**config.mk**
```make
export PLATFORM = sky130hd
export DESIGN_NAME = axil_resp_router
export DESIGN_NICKNAME = d
export VERILOG_FILES = /design/src/rtl/axil_pkg.sv /design/src/rtl/owner_fifo.sv /design/src/rtl/axil_resp_router.sv
export SDC_FILE = /design/constraint.sdc
export NUM_CORES = 1
export LEC_CHECK = 0
export ABC_CLOCK_PERIOD_IN_PS = 5650
export BUFFER_PORTS_ARGS = -buffer_cell sky130_fd_sc_hd__buf_4
export CORE_ASPECT_RATIO = 0.5
export CORE_UTILIZATION = 40
export DETAILED_ROUTE_END_ITERATION = 16
export GPL_TIMING_DRIVEN = 0
export MAX_ROUTING_LAYER = met4
export PLACE_DENSITY = 0.82
export SYNTH_ARGS = -nofsm -noshare
export SYNTH_HDL_FRONTEND = slang
export SYNTH_SLANG_ARGS = --single-unit
```
**constraint.sdc**
```tcl
create_clock -name clk -period 5.65 [get_ports clk]
set_clock_uncertainty 0.1 [all_clocks]
set_input_delay 0.2825 -clock clk [delete_from_list [all_inputs] [get_ports clk]]
set_output_delay 0.2825 -clock clk [all_outputs]
set_load 0.01 [all_outputs]
```
**src/rtl/axil_pkg.sv**
```systemverilog
// ============================================================================
// Module : axil_pkg
// Brief  : Shared AXI-Lite response codes and master-index type.
// Rev    : 1.0
// ============================================================================
`default_nettype none

package axil_pkg;

    localparam logic [1:0] RESP_OKAY   = 2'b00;
    localparam logic [1:0] RESP_EXOKAY = 2'b01;
    localparam logic [1:0] RESP_SLVERR = 2'b10;
    localparam logic [1:0] RESP_DECERR = 2'b11;

    // Interconnect-wide master count shared by the arbiter and the router.
    localparam int unsigned AXIL_NUM_MASTERS = 4;
    localparam int unsigned AXIL_MST_IDX_W   =
        (AXIL_NUM_MASTERS > 1) ? $clog2(AXIL_NUM_MASTERS) : 1;

    typedef logic [AXIL_MST_IDX_W-1:0] mst_idx_t;

endpackage : axil_pkg

`default_nettype wire

```
**src/rtl/owner_fifo.sv**
```systemverilog
// ============================================================================
// Module : owner_fifo
// Brief  : Show-ahead synchronous FIFO of master indices with occupancy count.
// Rev    : 1.0
// ============================================================================
`default_nettype none

module owner_fifo
    import axil_pkg::*;
#(
    parameter int WIDTH = 2,
    parameter int DEPTH = 4,
    localparam int CNT_W = $clog2(DEPTH + 1)
) (
    input  logic             clk,
    input  logic             rst_n,
    input  logic             push_i,
    input  logic [WIDTH-1:0] push_data_i,
    input  logic             pop_i,
    output logic [WIDTH-1:0] head_o,
    output logic             full_o,
    output logic             empty_o,
    output logic [CNT_W-1:0] count_o
);

    localparam int PTR_W = (DEPTH > 1) ? $clog2(DEPTH) : 1;
    localparam logic [PTR_W-1:0] LAST_PTR = PTR_W'(DEPTH - 1);
    localparam logic [CNT_W-1:0] FULL_CNT = CNT_W'(DEPTH);

    logic [WIDTH-1:0] mem_q [DEPTH];
    logic [PTR_W-1:0] wr_ptr_q, wr_ptr_d;
    logic [PTR_W-1:0] rd_ptr_q, rd_ptr_d;
    logic [CNT_W-1:0] count_q, count_d;

    assign empty_o = (count_q == '0);
    assign full_o  = (count_q == FULL_CNT);
    assign count_o = count_q;
    assign head_o  = mem_q[rd_ptr_q];

    always_comb begin
        wr_ptr_d = wr_ptr_q;
        rd_ptr_d = rd_ptr_q;
        count_d  = count_q;
        if (push_i) begin
            wr_ptr_d = (wr_ptr_q == LAST_PTR) ? '0 : wr_ptr_q + 1'b1;
        end
        if (pop_i) begin
            rd_ptr_d = (rd_ptr_q == LAST_PTR) ? '0 : rd_ptr_q + 1'b1;
        end
        case ({push_i, pop_i})
            2'b10:   count_d = count_q + 1'b1;
            2'b01:   count_d = count_q - 1'b1;
            default: count_d = count_q;
        endcase
    end

    always_ff @(posedge clk) begin
        if (!rst_n) begin
            wr_ptr_q <= '0;
            rd_ptr_q <= '0;
            count_q  <= '0;
        end else begin
            wr_ptr_q <= wr_ptr_d;
            rd_ptr_q <= rd_ptr_d;
            count_q  <= count_d;
        end
    end

    // Storage needs no reset: entries are only read while count is non-zero.
    always_ff @(posedge clk) begin
        if (push_i) begin
            mem_q[wr_ptr_q] <= push_data_i;
        end
    end

endmodule : owner_fifo

`default_nettype wire

```
**src/rtl/axil_resp_router.sv**
```systemverilog
// ============================================================================
// Module : axil_resp_router
// Brief  : Steers B/R responses back to the issuing master via an owner FIFO.
// Rev    : 1.0
// ============================================================================
`default_nettype none

module axil_resp_router
    import axil_pkg::*;
#(
    parameter int N         = 4,
    parameter int PAYLOAD_W = 34,
    parameter int DEPTH     = 4,
    localparam int ID_W     = (N > 1) ? $clog2(N) : 1,
    localparam int CNT_W    = $clog2(DEPTH + 1)
) (
    input  logic                 clk,
    input  logic                 rst_n,
    input  logic                 issue_valid,
    input  logic [N-1:0]         issue_grant,
    output logic                 issue_ready,
    input  logic                 s_valid,
    output logic                 s_ready,
    input  logic [PAYLOAD_W-1:0] s_payload,
    output logic [N-1:0]         m_valid,
    input  logic [N-1:0]         m_ready,
    output logic [PAYLOAD_W-1:0] m_payload,
    output logic [CNT_W-1:0]     outstanding,
    output logic                 orphan_err,
    output logic                 grant_err
);

    logic [ID_W-1:0] grant_idx;
    logic [ID_W-1:0] head_idx;
    logic            fifo_full;
    logic            fifo_empty;
    logic            push;
    logic            pop;
    logic            orphan_err_q, orphan_err_d;
    logic            grant_err_q,  grant_err_d;

    // Lowest set grant bit wins; scanning downward leaves it as the final write.
    always_comb begin
        grant_idx = '0;
        for (int i = N - 1; i >= 0; i--) begin
            if (issue_grant[i]) begin
                grant_idx = ID_W'(i);
            end
        end
    end

    assign issue_ready = !fifo_full;
    assign push        = issue_valid && !fifo_full && (|issue_grant);
    assign pop         = s_valid && s_ready;

    owner_fifo #(
        .WIDTH (ID_W),
        .DEPTH (DEPTH)
    ) u_owner_fifo (
        .clk         (clk),
        .rst_n       (rst_n),
        .push_i      (push),
        .push_data_i (grant_idx),
        .pop_i       (pop),
        .head_o      (head_idx),
        .full_o      (fifo_full),
        .empty_o     (fifo_empty),
        .count_o     (outstanding)
    );

    always_comb begin
        m_valid = '0;
        s_ready = 1'b0;
        if (!fifo_empty) begin
            m_valid[head_idx] = s_valid;
            s_ready           = m_ready[head_idx];
        end
    end

    assign m_payload = s_payload;

    assign orphan_err_d = orphan_err_q || (s_valid && fifo_empty);
    assign grant_err_d  = grant_err_q  || (issue_valid && !(|issue_grant));

    always_ff @(posedge clk) begin
        if (!rst_n) begin
            orphan_err_q <= 1'b0;
            grant_err_q  <= 1'b0;
        end else begin
            orphan_err_q <= orphan_err_d;
            grant_err_q  <= grant_err_d;
        end
    end

    assign orphan_err = orphan_err_q;
    assign grant_err  = grant_err_q;

endmodule : axil_resp_router

`default_nettype wire

```
==> Word level (Yosys, flattened, before mapping) <==
Memories as Yosys holds them, arrays and structs flattened. A register that Yosys moved wholly into a read port is not among the register bits.
Cells that the tools add are included.
{ "totals": {"regBits": 9, "ramBits": 8, "input_bits": 46, "n_memories": 1} }
{ "memory_table": {"columns": ["memory", "depth", "width", "read_ports", "rd_clocked_by_memory_dff", "wr", "line", "source"], "rows": [
  ["u_owner_fifo.mem_q", 4, 2, 1, 1, 1, "owner_fifo.sv:30", "logic [WIDTH-1:0] mem_q [DEPTH];"]
]} }
{ "op_classes": {"addsub": 4, "magnitude_cmp": 2, "eq_ne": 5, "muxes": 17, "bitwise": 1, "reduce_logical": 13} }
{ "ops": {"columns": ["op", "count"], "rows": [
  ["two-way mux 2 bit", 8],
  ["equality test 2 bit, second input constant", 3],
  ["logical AND 1 bit", 6],
  ["one-hot mux 3 bit (2 select lines)", 1],
  ["two-way mux 1 bit", 5],
  ["adder 2 x 1 -> 2 bit, second input constant", 2],
  ["AND 4 bit", 1],
  ["two-way mux 4 bit", 1],
  ["OR reduction 4 bit", 1],
  ["adder 3 x 1 -> 3 bit, second input constant", 1],
  ["equality test 3 bit, second input constant", 1],
  ["zero test 3 bit", 1],
  ["< comparator 2 x 3 -> 1 bit, second input constant", 1],
  ["subtractor 3 x 1 -> 3 bit, second input constant", 1],
  ["binary-select mux 1 bit (select 2 bit)", 1],
  ["demux 1 bit (select 2 bit)", 1],
  ["equality test 2 x 1 -> 1 bit, second input constant", 1],
  ["greater-or-equal comparator 2 x 1 -> 1 bit, second input constant", 1],
  ["zero test 1 bit", 2],
  ["logical OR 1 bit", 2],
  ["nonzero test 2 bit", 1]
]} }

==> Depth between registers and ports, before layout <==
{ "depth": {"depth_word": 6, "mapped_depth": 10} }

==> By module <==
From an unflattened synthesis, not the netlist that was laid out.
{ "unflattened": {"hier_cells": 112, "area_unflattened_um2": 1187.4} }
{ "modules_own_cells": {"columns": ["module", "n_inst", "cells_each", "area_each_um2", "seq_area_each_um2"], "rows": [
  ["owner_fifo", 1, 57, 745.7, 420.4],
  ["axil_resp_router", 1, 55, 441.7, 40.0]
]} }

==> Worst setup path before layout <==
Ideal clock, no wire load.
{ "synth_timing": {"kind": "register -> register", "start": "reg (tool-made name)", "end": "reg u_owner_fifo.count_q[2] (netlist: u_owner_fifo.count_o[2])", "setup_time_ps": 76, "t_arrival_ps": 2499, "t_required_ps": 5474, "slack_ps": 2975, "path_stages_with_launch": 10, "n_path_buf": 0, "synth_period_minus_slack_ps": 2675, "path_cell_list": "dfxtp_1 > mux4_2 > mux2i_1 > o22ai_2 > ha_1 > inv_1 > fa_1 > xor2_1 > or3_1 > a21boi_0"} }
{ "synth_rtl": {"columns": ["element", "line", "source"], "rows": [
  ["to (signal assigned)", "owner_fifo.sv:65", "count_q <= count_d;"],
  ["to (decl)", "owner_fifo.sv:33", "logic [CNT_W-1:0] count_q, count_d;"]
]} }

==> flow_metrics.env <==
export IMPL_clock_root_buffer="clkbuf_8"
export IMPL_final_cell_area_um2=1730
export IMPL_wl_per_cell_um=12.3
export IMPL_yosys_top_cells_count="buf_4, dfxtp_1, inv_1, nor2_1, edfxtp_1"
export IMPL_synth_edf_count=8
export IMPL_cts_sinks=19
export IMPL_cts_resized=0
export IMPL_row_count=13
export IMPL_tightestPinTransition_ns=0.377
export IMPL_dpl_cell_area_um2=1680
export IMPL_path_clk_slew_ns=0.07
export IMPL_cp_arrival_ns=3.02
export IMPL_ys_types=29
export IMPL_initial_utilization=0.444
export IMPL_netlist_area_leader_share=0.210
export IMPL_dieHeight_um=41.0
export IMPL_ant_nets=0
export IMPL_p_comb_frac=0.414
export IMPL_seq_area_frac_synth=0.379
export IMPL_clock_latency_ns=0.25
export IMPL_p_seq_frac=0.392
export IMPL_drtIter0Drc=19
export IMPL_cpMaxStageDelayCell="mux4_2"
export IMPL_end_kind="flop"
export IMPL_grt_overflow_total=0
export IMPL_p_leak_uw=0.000836
export IMPL_synth_area_leaders="buf_4, edfxtp_1, dfxtp_1"
export IMPL_io_pins=91
export IMPL_path_cells="mux4_2, mux2i_1, o22ai_2, ha_1, inv_1, fa_1, xor2_1, or3_1, a21boi_0"
export IMPL_setup_violations=0
export IMPL_ys_ff_latch=19
export IMPL_worstSetupPathType="flop to flop"
export IMPL_setup_worst_path_start_class="flop"
export IMPL_grt_pass1_vias=792
export IMPL_min_period_ns=2.94
export IMPL_final_period_utilization=0.520
export IMPL_postCtsSetupBuffers=0
export IMPL_synthArstFlopShare=0
export IMPL_whs_ns=0.195
export IMPL_ir_drop_mv=0.117
export IMPL_grt_max_degree=11
export IMPL_cts_tree="yes"
export IMPL_synth_largest_area_cell="buf_4"
export IMPL_cts_max_level=1
export IMPL_rsz0062_at_grt="false"
export IMPL_first_pass_iters=3
export IMPL_syn_inst=122
export IMPL_drv_cap=0
export IMPL_finalSetupTns_ns=0
export IMPL_cts_buffers=3
export IMPL_slew_headroom=0.748
export IMPL_core_area_um2=2730
export IMPL_die_w_um=79.9
export IMPL_final_util=0.631
export IMPL_hold_buffers=0
export IMPL_drt_wl_total_um=2700
export IMPL_synth_most_common_cell="buf_4"
export IMPL_track_usage=0.159
export IMPL_fillers=218
export IMPL_outcome="finished, final reports clean"
export IMPL_place_gp_congestion=0.701
export IMPL_nets=236
export IMPL_synth_area_per_cell_um2=9.95
export IMPL_switchingPower_uw=152
export IMPL_grt_pass1_wl_um=3550
export IMPL_io_buffers=56
export IMPL_power_density_nw_per_um2=275
export IMPL_hold_path_class="input pin to flop"
export IMPL_synth_area_um2=1210
export IMPL_hold_violations=0
export IMPL_cp_slowest_stage_delay_ns=0.60
export IMPL_power_internal_uw=322
export IMPL_cp_required_ns=5.73
export IMPL_die_area_um2=3270
export IMPL_ys_flop_type="dfxtp_1"
export IMPL_num_antenna_cells=0
export IMPL_antenna_found_initial=0
export IMPL_cp_num_buf_inv=1
export IMPL_critPathTopFamily="multiplexers"
export IMPL_synthToLayoutAreaGrowth_pct=42.2
export IMPL_clock_fmax_mhz=340
export IMPL_drc=0
export IMPL_vias=935
export IMPL_p_clk_frac=0.194
export IMPL_drv_slew=0
export IMPL_avgViaCountPerCell=4.27
export IMPL_path_max_fanout=5
export IMPL_clockBufferDepth=2
export IMPL_hpwl_um=2280
export IMPL_yosys_warnings=0
export IMPL_drive_gt1_frac=0.533
export IMPL_syn_num_nets=175
export IMPL_switching_share=0.321
[worst reg2reg max path, cell delays in order (launching register included)]
cell and delay [ns]:
dfxtp_1 0.39, mux4_2 0.60, mux2i_1 0.19, o22ai_2 0.28, ha_1 0.25, inv_1 0.06
fa_1 0.37, xor2_1 0.17, or3_1 0.30, a21boi_0 0.16
[power groups by stage]
stage	logic (uW)	registers, uW	clock network, uW
floorplan	120	187	0
global placement	190	186	0
CTS	198	185	94.4
global route	216	188	99.1
detailed placement	197	188	0
finish	196	186	91.9
[stage by stage]
step	setup WS, ns	instances	total power, uW
global placement	2.80	215	376
CTS	2.71	219	478
finish	2.71	219	474
floorplan	2.98	122	307
detailed placement	2.76	215	385
global route	2.47	219	504
[cell families after synthesis]
family	synth area share
buffers and inverters	0.244
and+or+nand+nor	0.141
DFF	0.379
AOI/OAI and AO/OA	0.0526
muxes	0.0897
adders and majority gates	0.0783
xor gates and xnor gates	0.0144
[layout by cell type (no fill, tap or decap)]
master	count
clkbuf_1	3
clkbuf_8	3
o22ai_2	1
or3b_2	1
nand2_1	6
or3_1	1
mux4_2	1
and2_1	6
a21oi_1	2
a211oi_1	1
mux2i_1	6
fa_1	1
o21ai_0	2
ha_1	6
and3_1	1
mux4_1	1
edfxtp_1	8
dfxtp_1	11
buf_4	90
or4_1	1
a21boi_0	1
xnor2_1	1
nor3_1	2
o21a_1	1
nor2b_1	4
inv_1	9
nand2b_4	1
nor2_1	9
o31a_1	1
xor2_1	1
[metal layers]
layer  share of wire  up-vias  GRT usage
li1                -      484          -
met1            0.36      410      0.142
met2            0.54       37      0.340
met3           0.087        4     0.0422
met4           0.012        0     0.0670
met5               0        -          -
[cell type report]
cell class | instances | area [um2] | area share
sequential | 19 | 460 | 0.267
clock buffer | 4 | 45.0 | 0.0261
buffer | 36 | 263 | 0.152
multi-input combinational | 58 | 457 | 0.265
inverter | 9 | 33.8 | 0.0196
tap | 37 | 46.3 | 0.0268
timing repair buffer | 56 | 420 | 0.244
[path summary, 6_finish.rpt]
kind | from | end | slack (ns) | depth (start not counted)
min reg2reg | grant_err$_SDFF_PN0_ | grant_err$_SDFF_PN0_ | 0.37 | 1
max | flop | u_owner_fifo.count_o[2]$_SDFFE_PN0P_ | 2.71 | 9
min | s_valid | orphan_err$_SDFF_PN0_ | 0.19 | 3
max reg2reg | flop | u_owner_fifo.count_o[2]$_SDFFE_PN0P_ | 2.71 | 9
No activity file was read; power rests on OpenSTA's default activity.
